### config.mk
export PLATFORM = sky130hd
export DESIGN_NAME = uart_cmd_assembler
export DESIGN_NICKNAME = d
export VERILOG_FILES = /design/src/rtl/uart_cmd_assembler.sv
export SDC_FILE = /design/constraint.sdc
export NUM_CORES = 1
export LEC_CHECK = 0
export CAP_MARGIN = 10
export CORE_MARGIN = 3
export CORE_UTILIZATION = 56
export CTS_CLUSTER_DIAMETER = 40
export DETAILED_ROUTE_END_ITERATION = 16
export HOLD_SLACK_MARGIN = 0.1
export PLACE_DENSITY = 0.82
export RECOVER_POWER = 50
export SLEW_MARGIN = 20
export SYNTH_ARGS = -nofsm -noshare
export SYNTH_HDL_FRONTEND = slang
export SYNTH_SLANG_ARGS = --single-unit
export TNS_END_PERCENT = 30
### constraint.sdc
create_clock -name clk -period 4.4 [get_ports clk]
set_input_delay 0.88 -clock clk [delete_from_list [all_inputs] [get_ports clk]]
set_output_delay 0.88 -clock clk [all_outputs]
set_load 0.03 [all_outputs]
### src/rtl/uart_cmd_assembler.sv
// rtl/uart_cmd_assembler.sv - packs UART receiver bytes pairwise into 16-bit commands
module uart_cmd_assembler #(
    parameter int GAP_TIMEOUT = 104160,
    parameter int TMR_W       = 17
) (
    input  logic        clk,
    input  logic        rst_n,
    input  logic [7:0]  rx_data,
    input  logic        rx_rdy,
    output logic        clr_rx_rdy,
    input  logic        clr_cmd_rdy,
    output logic [15:0] cmd,
    output logic        cmd_rdy,
    output logic        gap_err,
    output logic        overrun
);

    localparam logic [0:0] IDLE    = 1'b0;
    localparam logic [0:0] WAIT_LO = 1'b1;
    localparam logic [TMR_W-1:0] TMR_LAST = TMR_W'(GAP_TIMEOUT - 1);

    logic [0:0]       state_q, state_d;
    logic [7:0]       hi_byte_q, hi_byte_d;
    logic [TMR_W-1:0] timer_q, timer_d;
    logic [15:0]      cmd_q, cmd_d;
    logic             cmd_rdy_q, cmd_rdy_d;
    logic             gap_err_q, gap_err_d;
    logic             overrun_q, overrun_d;

    // Every presented byte is consumed in the cycle it is seen.
    assign clr_rx_rdy = rx_rdy;

    always_comb begin
        state_d   = state_q;
        hi_byte_d = hi_byte_q;
        timer_d   = timer_q;
        cmd_d     = cmd_q;
        cmd_rdy_d = cmd_rdy_q & ~clr_cmd_rdy;
        gap_err_d = 1'b0;
        overrun_d = 1'b0;
        case (state_q)
            IDLE: begin
                if (rx_rdy) begin
                    hi_byte_d = rx_data;
                    timer_d   = '0;
                    state_d   = WAIT_LO;
                end
            end
            WAIT_LO: begin
                // A low byte in the timeout cycle still completes the command.
                if (rx_rdy) begin
                    cmd_d     = {hi_byte_q, rx_data};
                    cmd_rdy_d = 1'b1;
                    overrun_d = cmd_rdy_q & ~clr_cmd_rdy;
                    state_d   = IDLE;
                end else if (timer_q == TMR_LAST) begin
                    hi_byte_d = 8'h00;
                    gap_err_d = 1'b1;
                    state_d   = IDLE;
                end else begin
                    timer_d = timer_q + 1'b1;
                end
            end
            default: state_d = IDLE;
        endcase
    end

    always_ff @(posedge clk or negedge rst_n) begin
        if (!rst_n) begin
            state_q   <= IDLE;
            hi_byte_q <= 8'h00;
            timer_q   <= '0;
            cmd_q     <= 16'h0000;
            cmd_rdy_q <= 1'b0;
            gap_err_q <= 1'b0;
            overrun_q <= 1'b0;
        end else begin
            state_q   <= state_d;
            hi_byte_q <= hi_byte_d;
            timer_q   <= timer_d;
            cmd_q     <= cmd_d;
            cmd_rdy_q <= cmd_rdy_d;
            gap_err_q <= gap_err_d;
            overrun_q <= overrun_d;
        end
    end

    assign cmd     = cmd_q;
    assign cmd_rdy = cmd_rdy_q;
    assign gap_err = gap_err_q;
    assign overrun = overrun_q;

endmodule

-- After elaboration in Yosys (flattened, before gate mapping)
Cells that the tools add are included.
- logic and storage cells: 38
- output and inout port bits: 20
- bits in registers: 45
- input port bits: 12
- add/subtract/negate cells: 1
- reductions and logical operators: 3
- bitwise operators: 3
- eq/ne operators: 5
- muxes and demuxes: 19
- operators by type and width (kind ; number):
    17-bit two-way mux ; 3
    17-bit case mux with 2 select lines ; 1
    8-bit two-way mux ; 3
    17-bit by 1-bit adder with 17-bit output, second input constant ; 1
    17-bit == test, second input constant ; 1
    8-bit case mux with 2 select lines ; 1
    1-bit two-way mux ; 10
    2-bit != test, second input constant ; 3
    3-bit AND reduction ; 2
    2-bit by 1-bit != test with 1-bit output, second input constant ; 1
    1-bit NOT ; 2
    1-bit case mux with 2 select lines ; 1
    2-bit AND reduction ; 1
    1-bit bitwise AND ; 1

-- Longest topological paths before layout
- depth after elaboration: 4
- depth in mapped cells: 7
- depth with buffers taken out: 6

-- Least setup slack after synthesis
OpenSTA, ideal clock, no wires.
- path kind: input to register
- start: input rx_rdy
- end: register timer_q[14]
- arrival: 1.870 ns
- data required time: 4.279 ns
- setup slack: 2.409 ns
- stages: 5
- path buffers: 0
- setup time: 0.121 ns
- path through: clkinv_1 nor2_2 a21oi_1 o21bai_1 a22o_2
- longest elaborated chain between the ends: 2
- elaborated cells on any way between the ends: 3
- those cells by class: 2 x eq/ne; 1 x reduce/logical
- RTL lines (element ; line ; text):
    start: declaration ; 9 ; input logic rx_rdy,
    2-bit != test (no source line) ; -- ;
    3-bit AND reduction (no source line) * ; -- ;
    end signal: assignment ; 80 ; timer_q <= timer_d;
    end: declaration ; 24 ; logic [TMR_W-1:0] timer_q, timer_d;
Every way passes the cells marked *; elsewhere a longest branch is shown, timed or not.
A chain may end at the register's enable or synchronous reset.

-- Final worst setup path
- start: input rx_rdy
- end: output clr_rx_rdy
- RTL lines (element ; line ; text):
    end: declaration ; 10 ; output logic clr_rx_rdy,
No word-level cell between the ends.

==> out/results.txt <==
Status: finished, violations left
Failing checks: capacitance limit, slew limit
Starting density of the core: 59.7%
Placed cell area: 0.00236 mm²
Arrival time at the worst endpoint: 2430 ps
Largest net degree at the start of global routing: 46
Unique masters post-synth: 40
Synth Area in Compound Gates: 16.1%
Skew final: 12.1 ps
Top_reg_cell synth: dfrtp_1
Period utilization: 75.2%
Post-synth EDFFs: 0
# hold bufs at CTS: 0
Die area: 0.00440 mm²
Crit path cell chain: dlygate4sd3_1, clkdlybuf4s50_1
Final ANT Viol Nets: 0
CTS Buf Count: 5
Commonest non-fill, non-tap cells in the layout: dfrtp_1 (45), clkdlybuf4s50_1 (27), mux2_2 (16)
Min Tclk post-route: 3310 ps
Setup CP Type: primary input to primary output
Crit-path max FO: 13
Simple-gate share of the synthesized area: 15.6%
Fin. max-slew vios: 46
Total number of vias: 1532
Core Box Area: 0.00342 mm²
GR Overflow Total: 0
Synth Net Count: 189
Die X-Extent: 66.3 µm
Post-cts repair resize count: 0
Syn Inst Count: 176
Critical-path cell with the highest stage delay: dlygate4sd3_1
Post-synth ARST share: 100%
Clock transition at the registers of the reported paths: 130 ps
Sequential fraction of the synthesis area: 55.2%
Setup Buffers After CTS: 0
Final TNS setup: 0 ps
DRT Pass-1 Iters: 4
RSZ-0062 raised after global routing: no
Total GRT Usage: 22.2%
Routing usage on met3: 4.59%
Mapped cell area: 0.00204 mm²
Vias in the first global route: 1571
Fraction of layout cells with a size suffix above 1: 15.3%
CTS tree: built
Post-Synth XOR/XNOR Area: 0%
Max-slew headroom at the worst pin: -55.2%
GR Util met2: 36.7%
First-pass GRT wire length: 7380 µm
NumNets Final: 221
H-tree levels: 2
Area Overhead vs Synth: 19.7%
Worst Setup Start Kind: primary input
IO Port Bufs: 31
Largest family of logic cells by synthesized area: compound AO/OA/AOI/OAI gates
Largest stage delay on the critical path: 800 ps
Least-Margin Pin Slew: 2330 ps
M1 GR Usage: 28.8%
Power per cell area: 460 mW/mm²
Fmax: 302 MHz
Worst-Skew Late Latency: 360 ps
Number of I/O pins: 32
Synthesis-stage register bit count: 45
DR DRC count: 0
Most crowded layer after global routing: met2
Max-cap violation count: 1
Avg WL per Cell: 16.9 µm
Row cnt: 21
Final Hold Fails: 0
Final wirelength: 4320 µm
Final Setup Violations: 0
Peak VDD IR: 0.334 mV
Final GP Congestion: 0.981
Root Buffer: clkbuf_4
DRT iter0 DRCs: 169
CTS Sinks: 45
Final instance area: 0.00244 mm²
Avg Cell Area, Syn: 11.6 µm²
ANT cells: 0
Nature of the critical path endpoint: primary output
Top delay family on crit path: buffers and inverters
Worst Path Required: 3520 ps
DR vias/cell: 6.01
Adder-cell share of the synthesized area: 0.614%
LEAKAGE: 1.03 nW
Ys Warns: 0
Commonest non-fill, non-tap cell in the layout: dfrtp_1
Die height: 66.3 µm
DP Wirelength: 3090 µm
Max clock buf depth: 2
Initial antenna violation count: 0
Hold Crit Class: register to register
Post-synthesis mux area share: 9.33%
Worst path buffer plus inverter count: 2
## flip-flops by register name, indices dropped and copies added (netlist names)
signal / cells
cmd: 16
hi_byte_q: 8
cmd_rdy: 1
timer_q: 17
overrun: 1
state_q: 1
gap_err: 1
## path summary, 6_finish.rpt
kind                                                from                  endpoint  slack [ps]  cells past startpoint
worst max-delay path                              rx_rdy                clr_rx_rdy        1090                      2
worst min-delay path            hi_byte_q[4]$_DFFE_PN0P_  hi_byte_q[4]$_DFFE_PN0P_         520                      1
worst max register to register         state_q$_DFF_PN0_   timer_q[11]$_DFFE_PN0P_        2020                      5
worst min register to register  hi_byte_q[4]$_DFFE_PN0P_  hi_byte_q[4]$_DFFE_PN0P_         520                      1
max in group asynchronous                          rst_n         cmd_rdy$_DFF_PN0_        1880                      1
min in group asynchronous                          rst_n       cmd[11]$_DFFE_PN0P_        1200                      1
## where the power goes
| part | internal, mW | switching [mW] | total [mW] |
|---|---|---|---|
| Combinational | 0.152 | 0.186 | 0.338 |
| Sequential | 0.485 | 0.0445 | 0.530 |
| Clock | 0.121 | 0.133 | 0.254 |
| Total | 0.758 | 0.363 | 1.12 |
## metal layers
metal	up-vias	wire length, µm
li1	723	-
met1	741	1800
met2	63	2180
met3	5	287
met4	0	52
met5	-	0
## cells by family (layout without fill, tap and decap cells)
group                      after synthesis  count (layout)
and+or+nand+nor                         54              54
DFF                                     45              45
adders and majority gates                1               1
buffers and inverters                   13              46
AOI/OAI and AO/OA                       46              46
muxes                                   17              17
## layout make-up
class,instances,area [µm²]
Clock inverter,2,38.8
Tap cell,46,57.6
Sequential cell,45,1130
Multi-Input combinational cell,118,846
Fill cell,258,976
Timing Repair Buffer,31,304
Clock buffer,6,41.3
Inverter,7,26.3
## Yosys cell counts (all sizes together) (2+ instances only)
| cell type | n | area (µm²) |
|---|---|---|
| dfrtp | 45 | 1130 |
| nor3 | 6 | 30.0 |
| a22o | 9 | 82.6 |
| nand4 | 5 | 31.3 |
| or3 | 2 | 12.5 |
| o211ai | 5 | 37.5 |
| o21ai | 7 | 35.0 |
| a311oi | 3 | 26.3 |
| a31oi | 3 | 18.8 |
| inv | 6 | 22.5 |
| buf | 4 | 28.8 |
| mux2 | 16 | 180 |
| a21o | 3 | 22.5 |
| nand3 | 8 | 40.0 |
| nor2 | 9 | 36.3 |
| clkbuf | 2 | 8.75 |
| a21oi | 8 | 40.0 |
| o31ai | 4 | 30.0 |
| nand2 | 15 | 56.3 |
## per-stage QoR
step	worst slack (ps)	hold WS (ps)	power, mW	std cells	utilization (%)
global placement	1190	482	0.873	247	69.2
global route	1030	540	1.18	255	71.4
detailed placement	1170	487	0.882	247	69.2
CTS	1170	519	1.13	255	71.5
finish	1090	516	1.12	255	71.4
floorplan	2410	462	0.735	176	-
Note: power is estimated with default switching activity, not from simulation.
